===== src/rtl/div_unit.sv =====
// Iterative restoring divider for DIV/DIVU: one quotient bit per cycle, fixed
// 34-cycle latency, result held as {hi=remainder, lo=quotient} until start drops.
module div_unit #(
    parameter int WIDTH = 32
) (
    input  logic               clk,
    input  logic               resetn,
    input  logic               signed_div_i,
    input  logic [WIDTH-1:0]   opdata1_i,
    input  logic [WIDTH-1:0]   opdata2_i,
    input  logic               start_i,
    input  logic               annul_i,
    output logic [2*WIDTH-1:0] result_o,
    output logic               ready_o
);

    localparam int CNT_W = $clog2(WIDTH) + 1;
    localparam logic [CNT_W-1:0] LAST_STEP = CNT_W'(WIDTH);
    localparam logic [CNT_W-1:0] CNT_ONE   = CNT_W'(1);
    localparam logic [WIDTH-1:0] VAL_ONE   = WIDTH'(1);

    typedef enum logic [1:0] {
        FREE    = 2'd0,
        BY_ZERO = 2'd1,
        ON      = 2'd2,
        END     = 2'd3
    } state_t;

    state_t           state_r;
    logic [CNT_W-1:0] cnt_r;
    logic [WIDTH-1:0] dividend_r;
    logic [WIDTH-1:0] divisor_r;
    logic [WIDTH-1:0] rem_r;
    logic             sign1_r;
    logic             sign2_r;

    logic [WIDTH:0]   rem_sh_s;
    logic [WIDTH:0]   trial_s;
    logic [WIDTH-1:0] quo_fix_s;
    logic [WIDTH-1:0] rem_fix_s;

    function automatic logic [WIDTH-1:0] negate(input logic [WIDTH-1:0] v);
        return ~v + VAL_ONE;
    endfunction

    function automatic logic [WIDTH-1:0] abs_val(input logic [WIDTH-1:0] v,
                                                 input logic is_signed);
        if (is_signed && v[WIDTH-1]) begin
            return negate(v);
        end else begin
            return v;
        end
    endfunction

    // Restoring step and final sign correction; the dividend register fills with quotient bits
    always_comb begin
        rem_sh_s  = {rem_r, dividend_r[WIDTH-1]};
        trial_s   = rem_sh_s - {1'b0, divisor_r};
        quo_fix_s = (sign1_r ^ sign2_r) ? negate(dividend_r) : dividend_r;
        rem_fix_s = sign1_r ? negate(rem_r) : rem_r;
    end

    // Divider FSM with registered result and ready
    always_ff @(posedge clk) begin
        if (!resetn) begin
            state_r    <= FREE;
            cnt_r      <= '0;
            dividend_r <= '0;
            divisor_r  <= '0;
            rem_r      <= '0;
            sign1_r    <= 1'b0;
            sign2_r    <= 1'b0;
            result_o   <= '0;
            ready_o    <= 1'b0;
        end else begin
            case (state_r)
                FREE: begin
                    ready_o  <= 1'b0;
                    result_o <= '0;
                    if (start_i && !annul_i) begin
                        // Sign bits are kept only for DIV so DIVU skips correction
                        dividend_r <= abs_val(opdata1_i, signed_div_i);
                        divisor_r  <= abs_val(opdata2_i, signed_div_i);
                        sign1_r    <= signed_div_i & opdata1_i[WIDTH-1];
                        sign2_r    <= signed_div_i & opdata2_i[WIDTH-1];
                        rem_r      <= '0;
                        cnt_r      <= '0;
                        state_r    <= (opdata2_i == '0) ? BY_ZERO : ON;
                    end else begin
                        state_r <= FREE;
                    end
                end
                BY_ZERO: begin
                    result_o <= '0;
                    ready_o  <= 1'b1;
                    state_r  <= END;
                end
                ON: begin
                    if (annul_i) begin
                        state_r  <= FREE;
                        cnt_r    <= '0;
                        ready_o  <= 1'b0;
                        result_o <= '0;
                    end else if (cnt_r != LAST_STEP) begin
                        // A negative trial keeps the shifted remainder and sets no quotient bit
                        if (!trial_s[WIDTH]) begin
                            rem_r      <= trial_s[WIDTH-1:0];
                            dividend_r <= {dividend_r[WIDTH-2:0], 1'b1};
                        end else begin
                            rem_r      <= rem_sh_s[WIDTH-1:0];
                            dividend_r <= {dividend_r[WIDTH-2:0], 1'b0};
                        end
                        cnt_r <= cnt_r + CNT_ONE;
                    end else begin
                        result_o <= {rem_fix_s, quo_fix_s};
                        ready_o  <= 1'b1;
                        state_r  <= END;
                    end
                end
                END: begin
                    if (!start_i) begin
                        state_r  <= FREE;
                        ready_o  <= 1'b0;
                        result_o <= '0;
                    end else begin
                        state_r <= END;
                    end
                end
                default: begin
                    state_r  <= FREE;
                    ready_o  <= 1'b0;
                    result_o <= '0;
                end
            endcase
        end
    end

endmodule


===== config.mk =====
export PLATFORM = sky130hd
export DESIGN_NAME = div_unit
export DESIGN_NICKNAME = d
export VERILOG_FILES = /design/src/rtl/div_unit.sv
export SDC_FILE = /design/constraint.sdc
export NUM_CORES = 1
export LEC_CHECK = 0
export CAP_MARGIN = 20
export CORE_MARGIN = 4
export CORE_UTILIZATION = 59
export CTS_BUF_LIST = sky130_fd_sc_hd__clkbuf_4 sky130_fd_sc_hd__clkbuf_8
export DETAILED_ROUTE_END_ITERATION = 10
export HOLD_SLACK_MARGIN = 0.02
export PLACE_DENSITY = 0.84
export RECOVER_POWER = 50
export SLEW_MARGIN = 20
export SYNTH_ARGS = -nofsm -noshare
export SYNTH_HDL_FRONTEND = slang
export SYNTH_SLANG_ARGS = --single-unit
export TNS_END_PERCENT = 1

===== constraint.sdc =====
create_clock -name clk -period 3.91 [get_ports clk]
set_input_delay 0.782 -clock clk [delete_from_list [all_inputs] [get_ports clk]]
set_output_delay 0.782 -clock clk [all_outputs]
set_load 0.01 [all_outputs]

==> results.md <==
Outcome:
- The flow ran to the end, and the final reports show no timing, DRC or antenna violations.

Timing:
- The total negative slack for setup checks is 0 ns.
- The maximum frequency from static timing analysis is about 0.27 GHz.
- The worst path uses a little over nine tenths of the clock period.
- The number of hold violations in the final report is 0.
- The minimum clock period is about 3.7 ns.
- The final-report setup violation count is 0.
- Setup repair after global routing left no endpoint under its margin.
- The final-report max-slew violation count is 0.
- Measured against its own limit, the worst slew margin works out to between 15 and 20%.
- Between clock sinks in the finished design, the worst skew comes to roughly 0.012 ns.
- The transition time at the pin with the least slew margin is about 1.2 ns.

Worst hold path:
- The worst hold path begins at result_o[60].
- In this run the worst hold path is classified as flip-flop to flip-flop.
- The worst hold path cell count is 2.
- For hold timing, the worst endpoint is result_o[60].

Drt:
- The remaining design rule violation count is 0.
- The post-detailed-route count of antenna-violating nets is 0.
- The wire length per cell after detailed routing is 17.02 µm.
- The routed wire length on met3 is 2031 µm.
- For this block, wires on met1 add up to 13320 µm.
- The final route contains around 11000 vias.
- Before antenna repair, the detailed router went through 5 iterations.
- The detailed router finished its first iteration with slightly below 900 violations.
- The wire length on met2 is around 14000 µm.
- The routed design has approximately 30000 µm of wire.
- The uppermost metal layer occupied by signal nets is met4.
- After detailed routing, the number of vias per cell comes to between 6 and 7.

Yosys:
- The cell with the most instances after synthesis is nand2_1.
- The share of async-settable or async-resettable flops after synthesis is 0%.
- After synthesis the cells add up to about 11000 µm².
- Synthesis inferred between 150 and 200 register bits.
- The number of nets handed over by synthesis was roughly 1500.
- The count of yosys warnings during synthesis is 0.
- The area share of the leading cell type in the synthesized netlist is about 30%.
- The distinct cell type count of the synthesized netlist is 67.
- Yosys attributes the largest share of cell area to dfxtp_1 31%, nand2_1 7.1%, xnor2_1 6.3%, xor2_1 4.9%, ha_1 4.7%.
- After synthesis, the most frequently instantiated cells are 210 x nand2_1, 171 x dfxtp_1, 97 x o21ai_0.
- The biggest area contributor in the post-synthesis netlist is dfxtp_1.
- Counting flops with a built-in enable in the synthesized netlist gives 0.
- The mean instance size in the synthesized netlist is about 8 µm².
- Counting every instance in the synthesized netlist gives roughly 1400.
- Among all flip-flop cells after synthesis, the most frequent one is dfxtp_1.
- Sequential cells were found to cover 30.79% of the synthesized design area.

Power:
- The total power per unit cell area is approximately 310 nW/µm².
- The total power of the final layout is between 4 and 5 mW.
- The static leakage is approximately 5.4 nW.
- VDD sags by at most 242.0 µV.

Clocking:
- The worst-case clock buffer depth is 2.
- The number of resized instances in the post-cts repair step is 0.
- The cell sitting at the root of the clock tree is a clkbuf_8.
- The H-tree generated during clock tree synthesis spans 4 levels.
- The CTS tree is yes.
- The hold buffer count at CTS is 0.
- Clock tree synthesis found a total of ~170 sinks.
- Once the clock tree was built, the setup fixing pass inserted 0 buffers.
- The clock reaches the later pin of the worst-skew pair after roughly 0.47 ns.
- TritonCTS created 17 clock buffers.
- The clock-pin transition on the worst setup and hold timing paths is 0.09 ns.

Final layout:
- The utilization after layout is just over 70%.
- The repair_antennas step left the layout with diodes totalling 0.
- The area growth from synthesis to final layout is 17.08%.
- The post-route netlist has under 10% of its cells at a drive strength greater than 1.
- The final non-filler cell area is between 10000 and 15000 µm².
- The flip-flop and latch area is 3423 µm².
- The area of the multi-input gates is 7154 µm².
- Fill cells in the final layout number 1510.
- The number of nets at the end of the flow is 1625.

Critical path:
- STA puts the critical path data required time at between 4 and 5 ns.
- The cell with the largest stage delay on the worst path is fa_1.
- The worst reg2reg path depth is 14.
- The count of buffering cells on the critical path with inverters included is 2.
- The biggest cell delay along the critical path is 0.42 ns.
- The endpoint class of the critical path is a flip-flop.
- The critical path start-end classification is flip-flop to flip-flop.
- The worst reg2reg path startpoint is dividend_r[31].
- Data arrives at the worst endpoint at slightly above 4 ns.
- STA classifies the critical path startpoint as a flip-flop.
- Traced cell by cell, the critical path runs through inv_1, ha_1, fa_1, nand2b_1, a21oi_2, nor4b_2, o31ai_4, o31ai_2, o41a_1, o21ai_4, xnor2_1, buf_4, nand2_1, a32o_1.
- The setup slack on the worst flop-to-flop path is ~0.24 ns.
- The worst register-to-register path ends at rem_r[0].
- Of all nets on the critical path, the largest fanout is 6.
- Among cell families on the critical path, the largest total delay comes from compound AO/OA/AOI/OAI gates.

Die:
- The die covers around 21000 µm².
- The die height is between 100 and 150 µm.
- The floorplan has 49 rows.
- In this run the count of I/O pins placed on the die edge is ~130.
- The floorplan step set the die width to 145.3 µm.
- After floorplanning, the core was sized to cover between 15000 and 20000 µm².
- The effective utilization at floorplan is about 61%.

Placed design:
- The routability congestion estimate is about 0.96.
- In this run the cell area measured after placement is approximately 13000 µm².
- The detailed placement HPWL is around 22000 µm.
- In this run the tool buffered the top-level ports with ~130 buffer cells.

Flow run:
- Max-cap violations in this run came to 0.

Global route:
- The initial antenna violation count is 0.
- The first-pass GRT wire length is ~49000 µm.
- The total congestion overflow after global routing is 0.
- The global router's overall resource usage is a little over a quarter.
- Entering global routing, the biggest net connects 71 pins.
- The number of global-route vias before repair is about 9900.
cells by family after synthesis:
kind of cell / after synthesis / share of synthesized area (%)
simple gates: 473 / 20.59
compound gates: 421 / 24.88
flops: 171 / 30.79
buf+inv: 144 / 5.075
xor+xnor: 143 / 11.33
fa+ha+maj: 43 / 4.906
mux: 27 / 2.431
final cells by class:
cell class,count,share of cell area (%)
Multi-Input combinational cell,1107,54.95
Clock buffer,17,1.797
Inverter,58,1.672
Timing Repair Buffer,158,11.63
Tap cell,229,2.201
Clock inverter,15,1.451
Sequential cell,171,26.30
tightest hold or removal path, stage by stage (launching register included):
cell     delay, ns
dfxtp_1       0.34
nand2_1       0.04
o21ai_0       0.05
stage by stage:
step                      setup slack, ns  std cells  hold slack, ns
final                              0.2352       1755          0.4592
after global routing             0.003377       1755          0.4868
after CTS                          0.2458       1755          0.4692
after detailed placement           0.2995       1723          0.4472
after global placement             0.3606       1723          0.4385
after floorplan                    0.6200       1422          0.4410
where the power goes:
part           switching (mW)  total, mW  internal (mW)
logic                   0.489      0.844          0.355
registers              0.0565       1.85           1.80
clock network           0.702       1.35          0.644
total                    1.25       4.04           2.79
flip-flops by register name, summed over array words and instances, names as in the netlist:
| signal | count |
|---|---|
| cnt_r | 6 |
| rem_r | 32 |
| state_r | 2 |
| dividend_r | 32 |
| ready_o | 1 |
| sign2_r | 1 |
| divisor_r | 32 |
| sign1_r | 1 |
| result_o | 64 |
routing by layer:
layer	global-route usage (%)	vias to the layer above
li1	-	5196
met3	4.553	60
met4	9.069	0
met1	35.98	4917
met5	0	-
met2	45.38	431
cell usage in the layout (no fill, tap or decap), drive strengths merged, types with 26 or more instances in the layout:
| cell type | count |
|---|---|
| mux2i | 27 |
| a21oi | 90 |
| nor2 | 61 |
| clkdlybuf4s50 | 65 |
| xor2 | 63 |
| nand2 | 210 |
| a21boi | 28 |
| inv | 62 |
| nor3 | 26 |
| a22oi | 44 |
| ha | 42 |
| xnor2 | 80 |
| nor2b | 56 |
| dfxtp | 171 |
| o21ai | 131 |
| dlygate4sd3 | 67 |
worst max path at each step:
stage	start	end	slack, ns	depth (start not counted)
final	dividend_r[31]	rem_r[0]	0.24	14
after global routing	dividend_r[31]	rem_r[0]	0.003	14
after CTS	dividend_r[31]	rem_r[0]	0.25	14
after detailed placement	dividend_r[31]	rem_r[0]	0.30	14
after global placement	opdata1_i[12]	dividend_r[29]	0.36	10
after floorplan	dividend_r[31]	rem_r[19]	0.62	15
Note: power is estimated with default switching activity, not from simulation.
